--- src/rtl/pmu_lock_regbank.sv ---
// pmu_lock_regbank: lock-protected control register bank for the PMU core.
// A correct key write arms a one-shot unlock window during which a single
// register write may commit. Debug mode never grants write permission and
// closes an open window. MAX_FAILS wrong keys latch a lockout that only
// reset clears.
//
// Write handshake: io_wr_valid is a single-cycle strobe with no ready; every
// write sampled outside reset is answered exactly one cycle later by a
// one-cycle io_wr_resp_valid pulse, with io_wr_resp_err qualifying it.
// Back-to-back strobes give back-to-back responses in request order.
module pmu_lock_regbank #(
  parameter int               WIDTH         = 32,
  parameter int               N_REGS        = 4,
  parameter int               AW            = $clog2(N_REGS),
  parameter logic [WIDTH-1:0] KEY           = WIDTH'(32'h0051_F15E),
  parameter int               UNLOCK_WINDOW = 8,
  parameter int               MAX_FAILS     = 3,
  parameter logic [WIDTH-1:0] RESET_VAL     = '0
) (
  input  logic                    clock,
  input  logic                    reset,
  input  logic                    io_wr_valid,
  input  logic                    io_wr_key,
  input  logic [AW-1:0]           io_wr_addr,
  input  logic [WIDTH-1:0]        io_wr_data,
  input  logic                    io_debug_mode,
  input  logic [AW-1:0]           io_rd_addr,
  output logic [WIDTH-1:0]        io_rd_data,
  output logic [N_REGS*WIDTH-1:0] io_regs_q,
  output logic                    io_wr_resp_valid,
  output logic                    io_wr_resp_err,
  output logic                    io_unlocked,
  output logic                    io_lockout
);

  // Fail counter must hold the value MAX_FAILS itself (saturation point).
  localparam int FW = $clog2(MAX_FAILS + 1);
  localparam int WW = UNLOCK_WINDOW;
  localparam logic [WW-1:0] WIN_LOAD = WW'(UNLOCK_WINDOW - 1);

  typedef enum logic [1:0] {
    ST_LOCKED  = 2'd0,
    ST_ARMED   = 2'd1,
    ST_LOCKOUT = 2'd2
  } state_t;

  state_t           r_state;
  state_t           w_state_nxt;
  logic [WW-1:0]    r_win_cnt;
  logic [WW-1:0]    w_win_nxt;
  logic [FW-1:0]    r_fail_cnt;
  logic [FW-1:0]    w_fail_nxt;

  logic             w_key_ok;
  logic             w_addr_ok;
  logic             w_fail_hit;
  logic             w_wr_en;
  logic             w_resp_err;

  logic             r_resp_valid;
  logic             r_resp_err;
  logic [WIDTH-1:0] r_regs [N_REGS];

  // Request decode shared by next-state and output logic.
  assign w_key_ok   = (io_wr_data == KEY);
  assign w_addr_ok  = (32'(io_wr_addr) < 32'(N_REGS));
  // This wrong key is the one that reaches the lockout threshold.
  assign w_fail_hit = ((32'(r_fail_cnt) + 32'd1) >= 32'(MAX_FAILS));

  // State and counter registers; reset returns to LOCKED with counters clear.
  always_ff @(posedge clock) begin
    if (reset) begin
      r_state    <= ST_LOCKED;
      r_win_cnt  <= '0;
      r_fail_cnt <= '0;
    end else begin
      r_state    <= w_state_nxt;
      r_win_cnt  <= w_win_nxt;
      r_fail_cnt <= w_fail_nxt;
    end
  end

  // Next-state and counter update. Debug mode wins over any request, a
  // register write always consumes the arm, and expiry is only evaluated
  // in cycles without a write.
  always_comb begin
    w_state_nxt = r_state;
    w_win_nxt   = r_win_cnt;
    w_fail_nxt  = r_fail_cnt;
    unique case (r_state)
      ST_LOCKED, ST_ARMED: begin
        if (io_debug_mode) begin
          w_state_nxt = ST_LOCKED;
        end else if (io_wr_valid && io_wr_key) begin
          if (w_key_ok) begin
            w_state_nxt = ST_ARMED;
            w_win_nxt   = WIN_LOAD;
            w_fail_nxt  = '0;
          end else begin
            if (32'(r_fail_cnt) < 32'(MAX_FAILS)) begin
              w_fail_nxt = r_fail_cnt + 1'b1;
            end
            w_state_nxt = w_fail_hit ? ST_LOCKOUT : ST_LOCKED;
          end
        end else if (io_wr_valid) begin
          w_state_nxt = ST_LOCKED;
        end else if (r_state == ST_ARMED) begin
          if (r_win_cnt == '0) begin
            w_state_nxt = ST_LOCKED;
          end else begin
            w_win_nxt = r_win_cnt - 1'b1;
          end
        end
      end
      ST_LOCKOUT: begin
        w_state_nxt = ST_LOCKOUT;
      end
      default: begin
        w_state_nxt = ST_LOCKED;
      end
    endcase
  end

  // Outputs: status decoded from the state register only, plus the write
  // enable and response verdict. Debug mode only ever blocks a write.
  always_comb begin
    io_unlocked = (r_state == ST_ARMED);
    io_lockout  = (r_state == ST_LOCKOUT);
    w_wr_en     = 1'b0;
    w_resp_err  = 1'b1;
    if (io_wr_valid && !io_debug_mode && (r_state != ST_LOCKOUT)) begin
      if (io_wr_key) begin
        w_resp_err = !w_key_ok;
      end else if ((r_state == ST_ARMED) && w_addr_ok) begin
        w_wr_en    = 1'b1;
        w_resp_err = 1'b0;
      end
    end
  end

  // Write response pipeline: one pulse per sampled strobe, none in reset.
  always_ff @(posedge clock) begin
    if (reset) begin
      r_resp_valid <= 1'b0;
      r_resp_err   <= 1'b0;
    end else begin
      r_resp_valid <= io_wr_valid;
      r_resp_err   <= io_wr_valid & w_resp_err;
    end
  end

  assign io_wr_resp_valid = r_resp_valid;
  assign io_wr_resp_err   = r_resp_err;

  // Register storage: commit on the edge that samples an accepted write.
  always_ff @(posedge clock) begin
    for (int i = 0; i < N_REGS; i++) begin
      if (reset) begin
        r_regs[i] <= RESET_VAL;
      end else if (w_wr_en && (io_wr_addr == AW'(i))) begin
        r_regs[i] <= io_wr_data;
      end
    end
  end

  // Zero-latency read port; addresses with no register read as zero.
  always_comb begin
    io_rd_data = '0;
    for (int i = 0; i < N_REGS; i++) begin
      if (io_rd_addr == AW'(i)) begin
        io_rd_data = r_regs[i];
      end
    end
  end

  for (genvar g = 0; g < N_REGS; g++) begin : g_regs_q
    assign io_regs_q[g*WIDTH +: WIDTH] = r_regs[g];
  end

endmodule

--- config.mk ---
export PLATFORM = sky130hd
export DESIGN_NAME = pmu_lock_regbank
export DESIGN_NICKNAME = d
export VERILOG_FILES = /design/src/rtl/pmu_lock_regbank.sv
export SDC_FILE = /design/constraint.sdc
export NUM_CORES = 1
export LEC_CHECK = 0
export BUFFER_PORTS_ARGS = -buffer_cell sky130_fd_sc_hd__buf_2
export CORE_AREA = 2 2 123 125
export DETAILED_ROUTE_END_ITERATION = 8
export DIE_AREA = 0 0 125 127
export MAX_ROUTING_LAYER = met4
export PLACE_DENSITY = 0.77
export SETUP_SLACK_MARGIN = 0.02
export SYNTH_ARGS = -nofsm -noshare
export SYNTH_HDL_FRONTEND = slang
export SYNTH_SLANG_ARGS = --single-unit
--- constraint.sdc ---
create_clock -name clock -period 3.15 [get_ports clock]
set_clock_uncertainty 0.2 [all_clocks]
set_input_delay 0.63 -clock clock [delete_from_list [all_inputs] [get_ports clock]]
set_output_delay 0.63 -clock clock [all_outputs]
set_load 0.005 [all_outputs]
==> impl_metrics.env <==
export IMPL_outcome="finished clean"
export IMPL_power_density_nw_per_um2=530.3
export IMPL_drv_cap=0
export IMPL_timing_final_max_slew_violations=0
export IMPL_clk_latency_ns=0.40
export IMPL_area_growth_syn_to_layout_pct=29.99
export IMPL_dpl_instance_area_um2=7800
export IMPL_die_w_um=125
export IMPL_synthAdderAreaFrac_pct=0.9686
export IMPL_finalWeightedCongestion=0.8158
export IMPL_mux_cell_area_share_after_synthesis_pct=11.16
export IMPL_crit_path_max_incr_delay_ns=0.56
export IMPL_count_of_pins_on_the_block_boundary=205
export IMPL_layout_drive_gt1_share_pct=45.69
export IMPL_cts_root_buffer="clkbuf_16"
export IMPL_core_um2=14420
export IMPL_port_buffers=204
export IMPL_routed_wire_length_per_instance_um=19.87
export IMPL_netlist_area_um2=6459
export IMPL_ys_flop_type="edfxtp_1"
export IMPL_syn_mean_instance_area_um2=15.16
export IMPL_h_tree_depth=4
export IMPL_drtAntennaViolNets=0
export IMPL_global_route_wire_length_before_repair_um=25240
export IMPL_synth_top_family_by_area="simple AND/OR/NAND/NOR gates"
export IMPL_crit_arrival_ns=1.73
export IMPL_grt_start_max_net_pins=33
export IMPL_synth_xor_xnor_area_share_pct=0.1356
export IMPL_worst_margin_pin_slew_ns=0.6450
export IMPL_crit_required_ns=2.32
export IMPL_finalNetCount=685
export IMPL_slew_headroom_pct=56.67
export IMPL_drt_iter0_markers=401
export IMPL_flip_flop_and_latch_count_after_synthesis=142
export IMPL_first_pass_iters=5
export IMPL_worstSetupPathType="input pin to primary output"
export IMPL_cts_sink_count=142
export IMPL_slowest_stage="mux4_2"
export IMPL_critPathMostFrequentCell="buf_2"
export IMPL_mappedNetlistNets=472
export IMPL_final_period_minus_worst_setup_slack_ns=2.556
export IMPL_synth_cell_types=48
export IMPL_cts_repair_timing_setup_buffer_count=0
export IMPL_ys_seq_area_share_pct=63.85
export IMPL_clk_pin_slew_ns=0.05
export IMPL_grt_overflow=0
export IMPL_count_of_flip_flops_with_a_built_in_enable_after_synthesis=128
export IMPL_worstPathCellList="buf_2, buf_12, mux4_2, buf_2"
export IMPL_worstHoldPathType="register to register"
export IMPL_final_setup_tns_ns=0
export IMPL_floorplan_initialDensity_pct=44.78
export IMPL_asyncSetResetFlopFracSynth_pct=0
export IMPL_postSynthCellCount=426
export IMPL_cts_hold_buffers_added=0
export IMPL_postCtsResizedCells=0
export IMPL_floorplan_die_area_um2=15880
export IMPL_timing_critical_path_to_type="primary output"
export IMPL_final_design_area_no_fill_um2=8396
export IMPL_setup_viol=0
export IMPL_setup_repair_after_global_routing_missed_its_margin="no"
export IMPL_worst_path_max_fanout=32
export IMPL_yosysWarnings=0
export IMPL_fmax_ghz=0.3912
export IMPL_grt_use_total_pct=21.38
export IMPL_final_hold_fails=0
export IMPL_cts_buffers=17
export IMPL_vias_in_the_first_global_route=4505
export IMPL_vias=4459
export IMPL_finalCritPeriodShare_pct=81.16
export IMPL_number_of_buffers_on_the_longest_clock_path=2
export IMPL_dieHeight_um=127
export IMPL_antenna_violations_before_repair=1
export IMPL_via_per_inst=5.340
export IMPL_tritoncts_clock_tree="yes"
export IMPL_core_rowCount=44
export IMPL_simple_gate_fraction_of_synth_area_pct=17.69
export IMPL_max_vdd_ir_drop_mv=0.3262
export IMPL_power_leakage_nw=3.569
export IMPL_critPathLaunchType="input pin"
export IMPL_placed_wire_length_estimate_um=11910
export IMPL_detail_route_wirelength_um=16590
export IMPL_synth_compound_gate_area_share_pct=4.165
export IMPL_drc=0
export IMPL_report_power_total_mw=4.453
-- cell usage in the layout, fill, tap and decap left out, drive strengths merged, types with 3 or more instances in the layout --
cell type	netlist	layout
edfxtp	128	128
bufinv	0	3
nor2b	4	4
nor2	6	6
buf	4	219
clkbuf	21	17
o21a	3	3
dfxtp	14	14
nand2	6	6
mux4	32	32
clkinv	0	6
o21ai	3	3
a31o	4	4
nor4bb	3	3
and2	131	131
nor3	6	6
a21oi	5	5
ha	5	5
inv	9	11
nor4	8	8
-- metal layers --
metal | GRT usage, % | share of wire [%] | vias up | routed length (um)
li1 | - | - | 2044 | -
met1 | 26.20 | 41 | 2206 | 6866
met2 | 36.38 | 51 | 195 | 8520
met3 | 4.899 | 6.2 | 14 | 1026
met4 | 5.294 | 1.1 | 0 | 175
met5 | - | 0 | - | 0
-- power breakdown --
| group | internal (mW) | switching, mW | total (mW) |
|---|---|---|---|
| clock | 1.24 | 0.754 | 2.00 |
| combinational | 0.152 | 0.163 | 0.315 |
| sequential | 2.11 | 0.0340 | 2.14 |
-- metrics by stage --
step | std cells | setup WS (ns) | hold slack, ns | utilization [%]
global route | 835 | 0.5551 | 0.3444 | 58.21
CTS | 834 | 0.5898 | 0.3096 | 58.19
global placement | 804 | 0.6052 | 0.2857 | 54.08
detailed placement | 804 | 0.4735 | 0.3017 | 54.08
floorplan | 426 | 0.5955 | 0.2760 | -
finish | 835 | 0.5935 | 0.3048 | 58.21
-- flip-flops by register name, indices dropped and copies added, names as in the netlist --
signal,cells
io_wr_resp_err,1
io_wr_resp_valid,1
r_fail_cnt,2
r_regs,128
r_state,2
r_win_cnt,8
-- cells by family (layout without fill, tap and decap cells) --
logic type,count (synthesis),count (layout)
other cells,0,1
flops,142,142
simple gates,181,181
mux,32,32
compound gates,31,31
buf+inv,34,258
fa+ha+maj,5,5
xor+xnor,1,1
-- cell usage after synthesis (2+ instances only) --
cell      number  share of area (%)
nor2b_1        4               0.39
o22ai_1        2               0.19
and4b_1        2               0.31
nor3_1         6               0.46
nand3_1        2               0.15
and2_1       131                 13
nor4_1         8               0.77
inv_1          9               0.52
o21a_1         3               0.35
nor2_1         6               0.35
a21oi_1        5               0.39
a211oi_1       2               0.23
mux4_2        32                 11
nand4b_1       2               0.27
nand2_1        6               0.35
nand4_1        2               0.19
nor4bb_1       3               0.46
edfxtp_1     128                 60
ha_1           5               0.97
a31o_2         4               0.54
o21ai_0        2               0.15
buf_2          3               0.23
dfxtp_1       14                4.3
clkbuf_1      21                1.2
-- layout make-up --
type	count	area, um2
diodes	1	2.502
clock buffers	17	425.4
clock inverters	13	167.7
fillers	1139	6028
inverters	9	33.78
multi-input cells	250	2228
flip-flops and latches	142	4124
well taps	184	230.2
repair buffers	219	1184
-- path summary, 6_finish.rpt --
kind / from / to / slack, ns / cells past startpoint
worst max-delay path: io_rd_addr[0] / io_rd_data[8] / 0.59 / 4
worst min register to register: r_fail_cnt[1]$_SDFFE_PP0P_ / r_fail_cnt[1]$_SDFFE_PP0P_ / 0.30 / 2
worst max register to register: r_win_cnt[3]$_SDFFE_PP0P_ / r_win_cnt[5]$_SDFFE_PP0P_ / 1.01 / 4
worst min-delay path: r_fail_cnt[1]$_SDFFE_PP0P_ / r_fail_cnt[1]$_SDFFE_PP0P_ / 0.30 / 2
-- worst max-delay path: cells and delay by family --
family / cells / cell delay [ns]
mux: 1 / 0.56
buf+inv: 3 / 0.52
(Power assumes the default switching activity.)
